$ cat src/rtl/cdc_sync_filter_pkg.sv
// Shared CDC definitions: parameter limits, the ceiling-log2 helper and the
// per-channel status record passed from each channel to the top.
package cdc_sync_filter_pkg;

  localparam int NUM_CH_MIN     = 1;
  localparam int NUM_CH_MAX     = 32;
  localparam int SYNC_FF_MIN    = 2;
  localparam int SYNC_FF_MAX    = 10;
  localparam int FILTER_CNT_MIN = 1;
  localparam int FILTER_CNT_MAX = 65535;

  typedef struct packed {
    logic level;
    logic rise;
    logic fall;
    logic event_flag;
  } ch_status_t;

  function automatic int clog2(input int value);
    int result;
    result = 0;
    for (int v = value - 1; v > 0; v = v >> 1) begin
      result = result + 1;
    end
    return result;
  endfunction

  function automatic bit params_ok(input int num_ch, input int sync_ff, input int filter_cnt);
    return (num_ch >= NUM_CH_MIN) && (num_ch <= NUM_CH_MAX) &&
           (sync_ff >= SYNC_FF_MIN) && (sync_ff <= SYNC_FF_MAX) &&
           (filter_cnt >= FILTER_CNT_MIN) && (filter_cnt <= FILTER_CNT_MAX);
  endfunction

endpackage

$ cat src/rtl/cdc_filter_ch.sv
// One channel: a multi-flop synchronizer followed by a stability filter that
// only accepts a new level after FILTER_CNT consecutive differing cycles.
module cdc_filter_ch
  import cdc_sync_filter_pkg::*;
#(
  parameter int   DEST_SYNC_FF = 2,
  parameter int   FILTER_CNT   = 4,
  parameter logic INIT_BIT     = 1'b0
) (
  input  logic       dest_clk,
  input  logic       dest_rst,
  input  logic       src_i,
  input  logic       event_clr_i,
  output ch_status_t status_o
);

  localparam int CNT_W = clog2(FILTER_CNT + 1);

  // Plain shift chain: the first flop is the only sampler of src_i, with no
  // logic between stages so the tools can keep the flops adjacent.
  (* ASYNC_REG = "TRUE" *) logic [DEST_SYNC_FF-1:0] sync_q;

  logic             sync;
  logic [CNT_W-1:0] cnt_q, cnt_d, cnt_inc;
  logic             level_q, level_d;
  logic             rise_q, rise_d;
  logic             fall_q, fall_d;
  logic             event_q, event_d;
  logic             differ;
  logic             accept;

  // NOTE: sequential state uses non-blocking assignments so every flop samples
  // pre-edge values regardless of statement order.
  always_ff @(posedge dest_clk or posedge dest_rst) begin
    if (dest_rst) begin
      sync_q <= {DEST_SYNC_FF{INIT_BIT}};
    end else begin
      sync_q <= {sync_q[DEST_SYNC_FF-2:0], src_i};
    end
  end

  assign sync    = sync_q[DEST_SYNC_FF-1];
  assign differ  = (sync != level_q);
  assign cnt_inc = cnt_q + CNT_W'(1);
  assign accept  = differ && (cnt_inc == CNT_W'(FILTER_CNT));

  // NOTE: every output of this block gets a default first, so no path can
  // leave a value unassigned and infer a latch.
  always_comb begin
    cnt_d   = '0;
    level_d = level_q;
    rise_d  = 1'b0;
    fall_d  = 1'b0;
    event_d = event_q & ~event_clr_i;
    if (accept) begin
      level_d = sync;
      rise_d  = sync;
      fall_d  = ~sync;
      event_d = 1'b1;
    end else if (differ) begin
      cnt_d = cnt_inc;
    end
  end

  always_ff @(posedge dest_clk or posedge dest_rst) begin
    if (dest_rst) begin
      cnt_q   <= '0;
      level_q <= INIT_BIT;
      rise_q  <= 1'b0;
      fall_q  <= 1'b0;
      event_q <= 1'b0;
    end else begin
      cnt_q   <= cnt_d;
      level_q <= level_d;
      rise_q  <= rise_d;
      fall_q  <= fall_d;
      event_q <= event_d;
    end
  end

  assign status_o.level      = level_q;
  assign status_o.rise       = rise_q;
  assign status_o.fall       = fall_q;
  assign status_o.event_flag = event_q;

endmodule

$ cat src/rtl/cdc_sync_filter.sv
// Bank of NUM_CH independent synchronize-and-filter channels in the dest_clk
// domain, with edge pulses and sticky per-channel change flags.
module cdc_sync_filter
  import cdc_sync_filter_pkg::*;
#(
  parameter int                NUM_CH       = 4,
  parameter int                DEST_SYNC_FF = 2,
  parameter int                FILTER_CNT   = 4,
  parameter logic [NUM_CH-1:0] INIT_VAL     = '0
) (
  input  logic              dest_clk,
  input  logic              dest_rst,
  input  logic [NUM_CH-1:0] src_in,
  input  logic [NUM_CH-1:0] dest_event_clr,
  output logic [NUM_CH-1:0] dest_out,
  output logic [NUM_CH-1:0] dest_rise,
  output logic [NUM_CH-1:0] dest_fall,
  output logic [NUM_CH-1:0] dest_event
);

  if (!params_ok(NUM_CH, DEST_SYNC_FF, FILTER_CNT)) begin : g_param_err
    $error("cdc_sync_filter: parameter out of range");
  end

  ch_status_t status [NUM_CH];

  for (genvar i = 0; i < NUM_CH; i++) begin : g_ch
    cdc_filter_ch #(
      .DEST_SYNC_FF (DEST_SYNC_FF),
      .FILTER_CNT   (FILTER_CNT),
      .INIT_BIT     (INIT_VAL[i])
    ) u_ch (
      .dest_clk    (dest_clk),
      .dest_rst    (dest_rst),
      .src_i       (src_in[i]),
      .event_clr_i (dest_event_clr[i]),
      .status_o    (status[i])
    );

    assign dest_out[i]   = status[i].level;
    assign dest_rise[i]  = status[i].rise;
    assign dest_fall[i]  = status[i].fall;
    assign dest_event[i] = status[i].event_flag;
  end

endmodule

$ cat config.mk
export PLATFORM = sky130hd
export DESIGN_NAME = cdc_sync_filter
export DESIGN_NICKNAME = d
export VERILOG_FILES = /design/src/rtl/cdc_sync_filter_pkg.sv /design/src/rtl/cdc_filter_ch.sv /design/src/rtl/cdc_sync_filter.sv
export SDC_FILE = /design/constraint.sdc
export NUM_CORES = 1
export LEC_CHECK = 0
export ABC_AREA = 1
export CAP_MARGIN = 10
export CELL_PAD_IN_SITES_DETAIL_PLACEMENT = 0
export CELL_PAD_IN_SITES_GLOBAL_PLACEMENT = 1
export CORE_MARGIN = 1.5
export CORE_UTILIZATION = 35
export CTS_CLUSTER_DIAMETER = 40
export DETAILED_ROUTE_END_ITERATION = 8
export GPL_TIMING_DRIVEN = 0
export PLACE_DENSITY = 0.67
export SETUP_SLACK_MARGIN = 0.1
export SKIP_CTS_REPAIR_TIMING = 1
export SLEW_MARGIN = 15
export SYNTH_ARGS = -nofsm -noshare
export SYNTH_HDL_FRONTEND = slang
export SYNTH_SLANG_ARGS = --single-unit
$ cat constraint.sdc
create_clock -name dest_clk -period 1.6 [get_ports dest_clk]
set_input_delay 0.24 -clock dest_clk [delete_from_list [all_inputs] [get_ports dest_clk]]
set_output_delay 0.24 -clock dest_clk [all_outputs]
set_load 0.02 [all_outputs]
==> results_dict.tcl <==
set metrics [dict create \
    synth-edff-count 0 \
    slew_headroom_pct 52.6 \
    preCtsSetupSlack_ns 0.274 \
    fin_crit_ns 1.27 \
    cts_sinks 36 \
    overflow 0 \
    outcome "finished clean" \
    cp_cell_sequence "buf_4 > dlymetal6s2s_1" \
    routed.top_layer "met4" \
    max_freq_mhz 785 \
    vias 933 \
    ys_warn_count 0 \
    chipWidth_um 68.3 \
    setup_violations 0 \
    antenna_left 0 \
    yosysSeqAreaShare_pct 60.5 \
    async_flop_share_pct 100 \
    synth.avg_cell_area_um2 10.3 \
    cp_slowest_stage_delay_ns 0.41 \
    hp-class "flip-flop to flip-flop" \
    synth_most_common_cell "dfrtp_1" \
    period_share_pct 79.7 \
    die_area_um2 4660 \
    syn_area_um2 1490 \
    avgViaCountPerCell 4.09 \
    grt_max_degree 37 \
    clkLatencyLatePin_ns 0.29 \
    yosys-top-cells-count "dfrtp_1 (36), inv_1 (21), nand2_1 (20)" \
    cts_tree "built" \
    drt_pass1_iterations 4 \
    htreeDepth 2 \
    met2_length_um 1020 \
    finalMaxSlewViolations 0 \
    slowest_stage "dfrtp_1" \
    crit_path_end_kind "primary output" \
    wirelength_um 2220 \
    wl_per_cell_um 9.73 \
    finClkSkew_ns 0.00941 \
    vdd_drop_max_v 0.000524 \
    crit_type "flip-flop to primary output" \
    tns_ns 0 \
    drv_cap 0 \
    tightest_slew_ns 0.710 \
    cts_root_buffer "clkbuf_8" \
    crit_path_max_fanout 4 \
    gp_congestion 0.699 \
    yosysTopAreaCellShare_pct 60.5 \
    critPathRequiredTime_ns 1.36 \
    synth.ff_latch_count 36 \
    cts.clk_slew.worst_paths_ns 0.07 \
    cellLeakagePower_nw 1.27 \
    wl_met3_um 134 \
    cts_buffers 5 \
    hold_viol 0 \
    synthTopCellsByArea "dfrtp_1 (60%), buf_4 (8.1%), ha_1 (6.7%)" \
    num_antenna_cells 0 \
    fin_ws_ns 0.325 \
    ys_types 12 \
    die_h_um 68.3 \
    drt-initial-drc-count 35 \
    yosysTopAreaCell "dfrtp_1" \
    grt_use_total_pct 11.2 \
    syn_to_final_growth_pct 30.9 \
    netlist_instances 145 \
    syn_nets 163 \
    worstPathArrival_ns 1.03 \
    cts_buffer_depth 2 \
    wl_met1_um 998 \
    drc_errors 0 \
    portBuffers 25 \
    power.density_nw_per_um2 1520 \
    placementRows 23 \
    coreArea_um2 4060 \
    first_global_vias 856 \
    antenna_found_initial 0 \
    hpwl_um 1600 \
    grt_pass1_wl_um 3600 \
    rsz0062_at_grt "no" \
    synth-main-ff-cell "dfrtp_1" \
    nets 195 \
    drive_above_1_share_pct 20.2 \
    worst_setup_path_start_kind "flip-flop" \
    num_io_pins 26 \
    floorplan.initialDensity_pct 36.7 \
]
-- per-stage QoR --
stage	area (µm²)	instances	hold slack, ns	util, %	total power, mW
floorplan	1490	145	0.271	-	1.94
global placement	1800	220	0.335	44.4	2.22
detailed placement	1800	220	0.335	44.4	2.26
CTS	1910	228	0.352	47.1	3.05
global route	1950	228	0.354	48.1	3.21
finish	1950	228	0.351	48.1	2.97
-- critical path, delay by kind of cell (launching register included) --
kind,cells,cell delay [ns]
buf+inv,2,0.34
flops,1,0.41
-- where the power goes --
group / internal (mW) / total (mW) / switching (mW)
Clock: 0.462 / 0.761 / 0.299
Sequential: 1.13 / 1.25 / 0.115
Combinational: 0.464 / 0.965 / 0.500
-- metal layers --
metal,track usage [%],up-vias
met5,0,-
met2,17.1,22
met4,8.25,0
met3,4.93,9
li1,-,485
met1,12.3,417
-- sequential cells by signal (all words and copies together), names as in the netlist --
register	count
g_ch.u_ch.rise_q	4
g_ch.u_ch.fall_q	4
g_ch.u_ch.cnt_q	12
g_ch.u_ch.level_q	4
g_ch.u_ch.sync_q	8
g_ch.u_ch.event_q	4
-- final timing paths --
path | start | end | slack (ns) | cells past startpoint
hold / removal | g_ch[0].u_ch.sync_q[0]$_DFF_PP0_ | g_ch[0].u_ch.sync_q[1]$_DFF_PP0_ | 0.35 | 0
hold reg to reg | g_ch[0].u_ch.sync_q[0]$_DFF_PP0_ | g_ch[0].u_ch.sync_q[1]$_DFF_PP0_ | 0.35 | 0
setup reg to reg | g_ch[1].u_ch.cnt_q[0]$_DFF_PP0_ | g_ch[1].u_ch.cnt_q[2]$_DFF_PP0_ | 0.37 | 4
setup / recovery | g_ch[3].u_ch.level_q$_DFFE_PP0P_ | dest_out[3] | 0.33 | 2
min in group asynchronous | dest_rst | g_ch[1].u_ch.sync_q[0]$_DFF_PP0_ | 0.39 | 2
max in group asynchronous | dest_rst | g_ch[0].u_ch.event_q$_DFF_PP0_ | 0.75 | 2
-- area by class of cell --
class,instances,area (µm²)
Tap cell,50,62.6
Inverter,25,93.8
Fill cell,360,2110
Timing Repair Buffer,25,290
Buffer,16,120
Clock buffer,6,72.6
Clock inverter,2,35.0
Sequential cell,36,901
Multi-Input combinational cell,68,375
-- logic make-up (layout without fill, tap and decap cells) --
group / Yosys count / after routing / share of synthesized area, %
AO/OA/AOI/OAI: 4 / 4 / 1.34
adder cells (fa/ha/maj): 8 / 8 / 6.72
buffers and inverters: 41 / 74 / 14.4
flip-flops: 36 / 36 / 60.5
AND/OR/NAND/NOR: 56 / 56 / 17.1
-- cells in the final DEF, fill, tap and decap left out --
cell type | Yosys | layout
nor2_1 | 12 | 12
clkdlybuf4s50_1 | 0 | 9
buf_4 | 16 | 16
inv_2 | 4 | 5
bufinv_16 | 0 | 1
o21ai_0 | 4 | 4
dlymetal6s2s_1 | 0 | 16
clkbuf_1 | 0 | 1
or2_1 | 4 | 4
clkbuf_8 | 0 | 5
nand3_1 | 8 | 8
inv_1 | 21 | 20
nand2_1 | 20 | 20
dfrtp_1 | 36 | 36
nor3_1 | 4 | 4
ha_1 | 8 | 8
clkinv_2 | 0 | 1
nand2_2 | 8 | 8
Note: power is estimated with default switching activity, not from simulation.
